$ cat config.mk
export PLATFORM = sky130hd
export DESIGN_NAME = nmix_mac_seq_flat
export DESIGN_NICKNAME = d
export VERILOG_FILES = /design/src/rtl/nmix_mac_if.sv /design/src/rtl/nmix_mac_seq.sv /design/src/flat_wrapper.sv
export SDC_FILE = /design/constraint.sdc
export NUM_CORES = 1
export LEC_CHECK = 0
export CAP_MARGIN = 30
export CORE_MARGIN = 1.5
export CORE_UTILIZATION = 40
export CTS_CLUSTER_SIZE = 30
export DETAILED_ROUTE_END_ITERATION = 7
export GPL_ROUTABILITY_DRIVEN = 0
export PLACE_DENSITY_LB_ADDON = 0.12
export SETUP_SLACK_MARGIN = 0.2
export SLEW_MARGIN = 15
export SYNTH_ARGS = -nofsm -noshare
export SYNTH_HDL_FRONTEND = slang
export SYNTH_SLANG_ARGS = --single-unit
$ cat constraint.sdc
create_clock -name clk -period 9.3 [get_ports clk]
set_input_delay 1.86 -clock clk [delete_from_list [all_inputs] [get_ports clk]]
set_output_delay 1.86 -clock clk [all_outputs]
set_load 0.01 [all_outputs]
$ cat src/rtl/nmix_mac_if.sv
// Bundle between the MAC tag sequencer, the message source, the tag sink and the nmix datapath.
// slave is the sequencer's view; master is the environment that surrounds it.
interface nmix_mac_if #(parameter int CNTW = 16);
  logic            start;
  logic [31:0]     key;
  logic [31:0]     iv;
  logic            abort;
  logic            in_valid;
  logic [31:0]     in_data;
  logic            in_last;
  logic            in_ready;
  logic [31:0]     nmix_x;
  logic [31:0]     nmix_r;
  logic            nmix_clr;
  logic [31:0]     nmix_y;
  logic [31:0]     tag;
  logic            tag_valid;
  logic            tag_ready;
  logic            busy;
  logic [CNTW-1:0] word_count;

  modport slave (
    input  start, key, iv, abort, in_valid, in_data, in_last, nmix_y, tag_ready,
    output in_ready, nmix_x, nmix_r, nmix_clr, tag, tag_valid, busy, word_count
  );
  modport master (
    output start, key, iv, abort, in_valid, in_data, in_last, nmix_y, tag_ready,
    input  in_ready, nmix_x, nmix_r, nmix_clr, tag, tag_valid, busy, word_count
  );
endinterface

$ cat src/rtl/nmix_mac_seq.sv
// Chained MAC tag sequencer: folds each message word into the accumulator through one
// shared fixed-latency nmix instance and hands the final accumulator out as the tag.
module nmix_mac_seq #(
  parameter int LAT  = 2,
  parameter int CNTW = 16
) (
  input  logic      clk,
  input  logic      reset,
  nmix_mac_if.slave bus
);
  typedef enum logic [1:0] {IDLE, WORD, CALC, DONE} state_t;

  localparam logic [3:0] LAT_M1 = 4'(LAT - 1);

  state_t          state_q, state_d;
  logic [31:0]     acc_q, acc_d, key_q, key_d, x_q, x_d, r_q, r_d, tag_q, tag_d;
  logic [CNTW-1:0] rnd_q, rnd_d, wc_q, wc_d;
  logic [3:0]      lat_q, lat_d;
  logic            last_q, last_d, in_ready_q, in_ready_d, tag_valid_q, tag_valid_d;
  logic            busy_q, busy_d, clr_q, clr_d;

  function automatic logic [31:0] rotl(input logic [31:0] v, input logic [4:0] n);
    logic [63:0] t;
    t = {v, v} << n;
    return t[63:32];
  endfunction

  always_comb begin
    state_d     = state_q;
    acc_d       = acc_q;
    key_d       = key_q;
    x_d         = x_q;
    r_d         = r_q;
    tag_d       = tag_q;
    rnd_d       = rnd_q;
    wc_d        = wc_q;
    lat_d       = lat_q;
    last_d      = last_q;
    in_ready_d  = in_ready_q;
    tag_valid_d = tag_valid_q;
    busy_d      = busy_q;
    clr_d       = 1'b0;
    // abort pre-empts the word handshake, the nmix capture and the tag handshake alike
    if (bus.abort && state_q != IDLE) begin
      state_d     = IDLE;
      in_ready_d  = 1'b0;
      tag_valid_d = 1'b0;
      busy_d      = 1'b0;
    end else begin
      case (state_q)
        IDLE: if (bus.start) begin
          key_d      = bus.key;
          acc_d      = bus.iv;
          rnd_d      = '0;
          wc_d       = '0;
          clr_d      = 1'b1;
          in_ready_d = 1'b1;
          busy_d     = 1'b1;
          state_d    = WORD;
        end
        WORD: if (bus.in_valid && in_ready_q) begin
          x_d        = acc_q ^ bus.in_data;
          r_d        = rotl(key_q, rnd_q[4:0]);
          last_d     = bus.in_last;
          lat_d      = LAT_M1;
          in_ready_d = 1'b0;
          state_d    = CALC;
        end
        CALC: begin
          if (lat_q != 4'd0) begin
            lat_d = lat_q - 4'd1;
          end else begin
            acc_d = bus.nmix_y;
            rnd_d = rnd_q + CNTW'(1);
            wc_d  = (wc_q == '1) ? wc_q : wc_q + CNTW'(1);
            if (last_q) begin
              tag_d       = bus.nmix_y;
              tag_valid_d = 1'b1;
              state_d     = DONE;
            end else begin
              in_ready_d = 1'b1;
              state_d    = WORD;
            end
          end
        end
        DONE: if (bus.tag_ready) begin
          tag_valid_d = 1'b0;
          busy_d      = 1'b0;
          state_d     = IDLE;
        end
        default: state_d = IDLE;
      endcase
    end
  end

  always_ff @(posedge clk or posedge reset) begin
    if (reset) begin
      state_q     <= IDLE;
      acc_q       <= '0;
      key_q       <= '0;
      x_q         <= '0;
      r_q         <= '0;
      tag_q       <= '0;
      rnd_q       <= '0;
      wc_q        <= '0;
      lat_q       <= '0;
      last_q      <= 1'b0;
      in_ready_q  <= 1'b0;
      tag_valid_q <= 1'b0;
      busy_q      <= 1'b0;
      clr_q       <= 1'b0;
    end else begin
      state_q     <= state_d;
      acc_q       <= acc_d;
      key_q       <= key_d;
      x_q         <= x_d;
      r_q         <= r_d;
      tag_q       <= tag_d;
      rnd_q       <= rnd_d;
      wc_q        <= wc_d;
      lat_q       <= lat_d;
      last_q      <= last_d;
      in_ready_q  <= in_ready_d;
      tag_valid_q <= tag_valid_d;
      busy_q      <= busy_d;
      clr_q       <= clr_d;
    end
  end

  assign bus.in_ready   = in_ready_q;
  assign bus.nmix_x     = x_q;
  assign bus.nmix_r     = r_q;
  assign bus.nmix_clr   = clr_q;
  assign bus.tag        = tag_q;
  assign bus.tag_valid  = tag_valid_q;
  assign bus.busy       = busy_q;
  assign bus.word_count = wc_q;
endmodule

$ cat src/flat_wrapper.sv
// flat-port wrapper written by rule: the top's interface ports become plain ports
module nmix_mac_seq_flat 
#(
  parameter int LAT  = 2,
  parameter int CNTW = 16
)
  (clk, reset, bus_start, bus_key, bus_iv, bus_abort, bus_in_valid, bus_in_data, bus_in_last, bus_nmix_y, bus_tag_ready, bus_in_ready, bus_nmix_x, bus_nmix_r, bus_nmix_clr, bus_tag, bus_tag_valid, bus_busy, bus_word_count);
  nmix_mac_if #(.CNTW(CNTW)) bus_i ();
  input  logic clk;
  input  logic reset;
  input wire logic [$bits(bus_i.start)-1:0] bus_start;
  input wire logic [$bits(bus_i.key)-1:0] bus_key;
  input wire logic [$bits(bus_i.iv)-1:0] bus_iv;
  input wire logic [$bits(bus_i.abort)-1:0] bus_abort;
  input wire logic [$bits(bus_i.in_valid)-1:0] bus_in_valid;
  input wire logic [$bits(bus_i.in_data)-1:0] bus_in_data;
  input wire logic [$bits(bus_i.in_last)-1:0] bus_in_last;
  input wire logic [$bits(bus_i.nmix_y)-1:0] bus_nmix_y;
  input wire logic [$bits(bus_i.tag_ready)-1:0] bus_tag_ready;
  output wire logic [$bits(bus_i.in_ready)-1:0] bus_in_ready;
  output wire logic [$bits(bus_i.nmix_x)-1:0] bus_nmix_x;
  output wire logic [$bits(bus_i.nmix_r)-1:0] bus_nmix_r;
  output wire logic [$bits(bus_i.nmix_clr)-1:0] bus_nmix_clr;
  output wire logic [$bits(bus_i.tag)-1:0] bus_tag;
  output wire logic [$bits(bus_i.tag_valid)-1:0] bus_tag_valid;
  output wire logic [$bits(bus_i.busy)-1:0] bus_busy;
  output wire logic [$bits(bus_i.word_count)-1:0] bus_word_count;
  assign bus_i.start = bus_start;
  assign bus_i.key = bus_key;
  assign bus_i.iv = bus_iv;
  assign bus_i.abort = bus_abort;
  assign bus_i.in_valid = bus_in_valid;
  assign bus_i.in_data = bus_in_data;
  assign bus_i.in_last = bus_in_last;
  assign bus_i.nmix_y = bus_nmix_y;
  assign bus_i.tag_ready = bus_tag_ready;
  assign bus_in_ready = bus_i.in_ready;
  assign bus_nmix_x = bus_i.nmix_x;
  assign bus_nmix_r = bus_i.nmix_r;
  assign bus_nmix_clr = bus_i.nmix_clr;
  assign bus_tag = bus_i.tag;
  assign bus_tag_valid = bus_i.tag_valid;
  assign bus_busy = bus_i.busy;
  assign bus_word_count = bus_i.word_count;
  nmix_mac_seq #(.LAT(LAT), .CNTW(CNTW)) u_core (.clk(clk), .reset(reset), .bus(bus_i));
endmodule
==> impl_metrics.py <==
metrics = {
    "sta": {
        "fmax_mhz": 253,
        "setup_viol": 0,
        "finClkSkew_ns": 0.0161,
        "worst_pin_slew_ns": 0.968,
        "finalSetupTns_ns": 0,
        "timing.final.crit_share_pct": 42.6,
        "rsz0062_at_grt": "false",
        "drv_slew": 0,
        "fin_crit_ns": 3.96,
        "finalHoldViolCount": 0,
        "relSlewSlack_pct": 35.4,
    },
    "drt": {
        "routed_wl_um": 27000,
        "drc": 0,
        "viasPerCell": 5.37,
        "antenna_left": 0,
        "dr.pass1.iters": 5,
        "vias": 8010,
        "drt_iter0_drc": 505,
        "wl_per_cell_um": 18.1,
    },
    "synth": {
        "async_reset_ff_share_pct": 100,
        "synth_warnings": 0,
        "yosys-top-cells-count": "dfrtp_1 (192), nand2_1 (129), o22ai_1 (97), mux2_2 (84), o21ai_0 (81)",
        "synthFlopType": "dfrtp_1",
        "synth_top_cell_by_area": "dfrtp_1",
        "syn_area_um2": 9900,
        "syn_nets": 1080,
        "synth_seq_area_share_pct": 48.5,
        "ys_types": 59,
        "synth_most_common_cell": "dfrtp_1",
        "synthDominantCellAreaShare_pct": 48.5,
        "post_synth.cell_area_avg_um2": 10.6,
        "syn-instance-count": 938,
        "ys_ff_latch": 192,
        "synth_area_leaders": "dfrtp_1 (49%), mux2_2 (9.6%), o22ai_1 (6.1%)",
        "synth_edf_count": 0,
    },
    "critical_path": {
        "crit_fanout": 36,
        "start_kind": "input pin",
        "endpoint_kind": "flip-flop",
        "critPathRequiredTime_ns": 9.66,
        "crit_type": "input pin to flip-flop",
        "cp.arrival_ns": 4.32,
    },
    "layout": {
        "multi_input_area_um2": 4730,
        "area_delta_synth_final_pct": 33.9,
        "layout.nets": 1296,
        "layout-drive-gt1-share_pct": 13.9,
        "nFillCells": 2176,
        "seqCellArea_um2": 4810,
        "diodes": 0,
    },
    "cts": {
        "cts_tree": "done",
        "path_clk_slew_ns": 0.07,
        "cts_buffers": 17,
        "ctsResizeCount": 0,
        "ctsRootBufferMaster": "clkbuf_16",
        "max-clock-path-buffers": 2,
        "postCtsSetupBuffers": 0,
        "cts.sinks": 192,
        "htreeDepth": 4,
        "holdBufCountCts": 0,
        "insertion_delay_ns": 0.44,
    },
    "global_route": {
        "grt_pass1_wl_um": 43400,
        "grt_usage_pct": 21.3,
        "grt-ovfl-total": 0,
        "grt_antenna_before_repair": 1,
        "grt_max_degree": 132,
        "grt_pass1_vias": 7845,
    },
    "flow_run": {
        "maxCapViolCount": 0,
    },
    "pwr": {
        "p_comb_share_pct": 45.3,
        "p_switching_w": 0.00153,
        "power.leakage_nw": 5.37,
        "seq_power_share_pct": 35.4,
        "sw_frac_of_total_pct": 38.0,
        "peakVddDrop_v": 0.000150,
        "pwr-share-clk_pct": 19.3,
        "p_total_w": 0.00403,
        "p_int_w": 0.00250,
        "p_per_area_nw_per_um2": 304,
    },
    "floorplan": {
        "io_pins": 251,
        "start_util_pct": 40.7,
        "dieArea_um2": 25700,
        "core_um2": 24300,
        "fp-row-count": 57,
        "die_w_um": 160,
        "die_h_um": 160,
    },
    "place": {
        "io_buffer_count": 250,
        "hpwl_um": 19600,
    },
    "hold_path": {
        "min_path_type": "flip-flop to flip-flop",
    },
    "status": {
        "outcome": "complete, no violations",
    },
}
## cell type report
cell class              count  share of cell area, %
clock inverters            13                   1.26
clock buffers              19                   3.42
multi-input cells         667                   35.7
inverters                  13                  0.425
well taps                 324                   3.06
flip-flops and latches    192                   36.3
repair buffers            263                   19.9
## registers in the layout, summed over array words and instances, names as in the netlist, 2 cells and up
signal and count:
u_core.acc_q 32, u_core.key_q 32, u_core.lat_q 4, u_core.bus.word_count 16
u_core.bus.nmix_x 32, u_core.bus.nmix_r 32, u_core.rnd_q 5, u_core.bus.tag 32
u_core.state_q 2
## path summary, 6_finish.rpt
path / startpoint / end / slack [ns] / cells past startpoint
max: bus_start / u_core.bus.word_count[5] / 5.34 / 7
min: u_core.bus.nmix_x[24] / u_core.bus.nmix_x[24] / 0.48 / 2
max reg2reg: u_core.state_q[0] / u_core.bus.word_count[5] / 6.37 / 8
min reg2reg: u_core.bus.nmix_x[24] / u_core.bus.nmix_x[24] / 0.48 / 2
max in group asynchronous: reset / u_core.key_q[10] / 6.50 / 3
min in group asynchronous: reset / u_core.bus.tag[22] / 1.76 / 2
## layer usage
layer  track usage (%)  vias up  routed length, um
met1              28.5     3790              12000
met2              33.3      301              12300
met4              4.29        2                211
met3              7.93       16               2520
li1                  -     3901                  -
met5                 0        -                 13
## kinds of logic after synthesis
logic type                 count (synthesis)  share of synthesized area (%)
adders and majority gates                  7                          0.885
and+or+nand+nor                          215                           9.93
DFF                                      192                           48.5
buffers and inverters                     79                           3.85
xor gates and xnor gates                  37                           3.27
AOI/OAI and AO/OA                        272                           18.4
muxes                                    136                           15.1
## power by group through the flow
stage          registers (W)  logic, W  clock network, W
6_report             0.00143   0.00182          0.000778
5_1_grt              0.00147   0.00199          0.000829
4_1_cts              0.00143   0.00183          0.000795
3_5_place_dp         0.00144   0.00182                 0
3_3_place_gp         0.00143   0.00180                 0
2_1_floorplan        0.00146   0.00102                 0
## critical path, stage by stage
cell             delay (ns)
clkdlybuf4s50_1        0.48
nand2_1                0.14
inv_2                  0.64
a2bb2oi_4              0.33
o21ai_4                0.19
or4_1                  0.53
a21oi_1                0.15
## layout by cell type (no fill, tap or decap), types with 3 or more instances in the layout
cell,synthesis,routed
a211oi_1,6,6
a21oi_1,13,13
a221oi_1,9,9
a221oi_2,9,9
a22o_1,4,4
and2_1,3,3
buf_4,7,9
clkbuf_16,0,17
clkdlybuf4s50_1,0,250
dfrtp_1,192,191
ha_1,7,6
inv_1,12,11
inv_6,0,3
inv_8,0,5
mux2_2,84,84
mux2i_1,45,45
mux2i_2,4,4
nand2_1,129,129
nand2b_1,5,5
nand3_1,6,6
nand4_1,5,5
nor2_1,27,27
nor2b_1,11,11
nor4_1,4,4
o21ai_0,81,81
o22ai_1,97,96
o31ai_1,32,32
o41ai_1,5,5
or2_2,5,5
or3_1,4,4
or4_1,5,5
xnor2_1,33,33
xor2_1,4,4
## per-stage QoR
step / std cells / hold WS (ns) / instance area [um^2] / utilization [%] / setup WS (ns)
2_1_floorplan: 938 / 0.464 / 9900 / - / 2.21
3_3_place_gp: 1453 / 0.460 / 12600 / 51.6 / 4.89
3_5_place_dp: 1456 / 0.469 / 12600 / 51.8 / 4.88
4_1_cts: 1488 / 0.485 / 13200 / 54.3 / 5.33
5_1_grt: 1491 / 0.504 / 13300 / 54.5 / 5.20
6_report: 1491 / 0.475 / 13300 / 54.5 / 5.34
No activity file was read; power rests on OpenSTA's default activity.
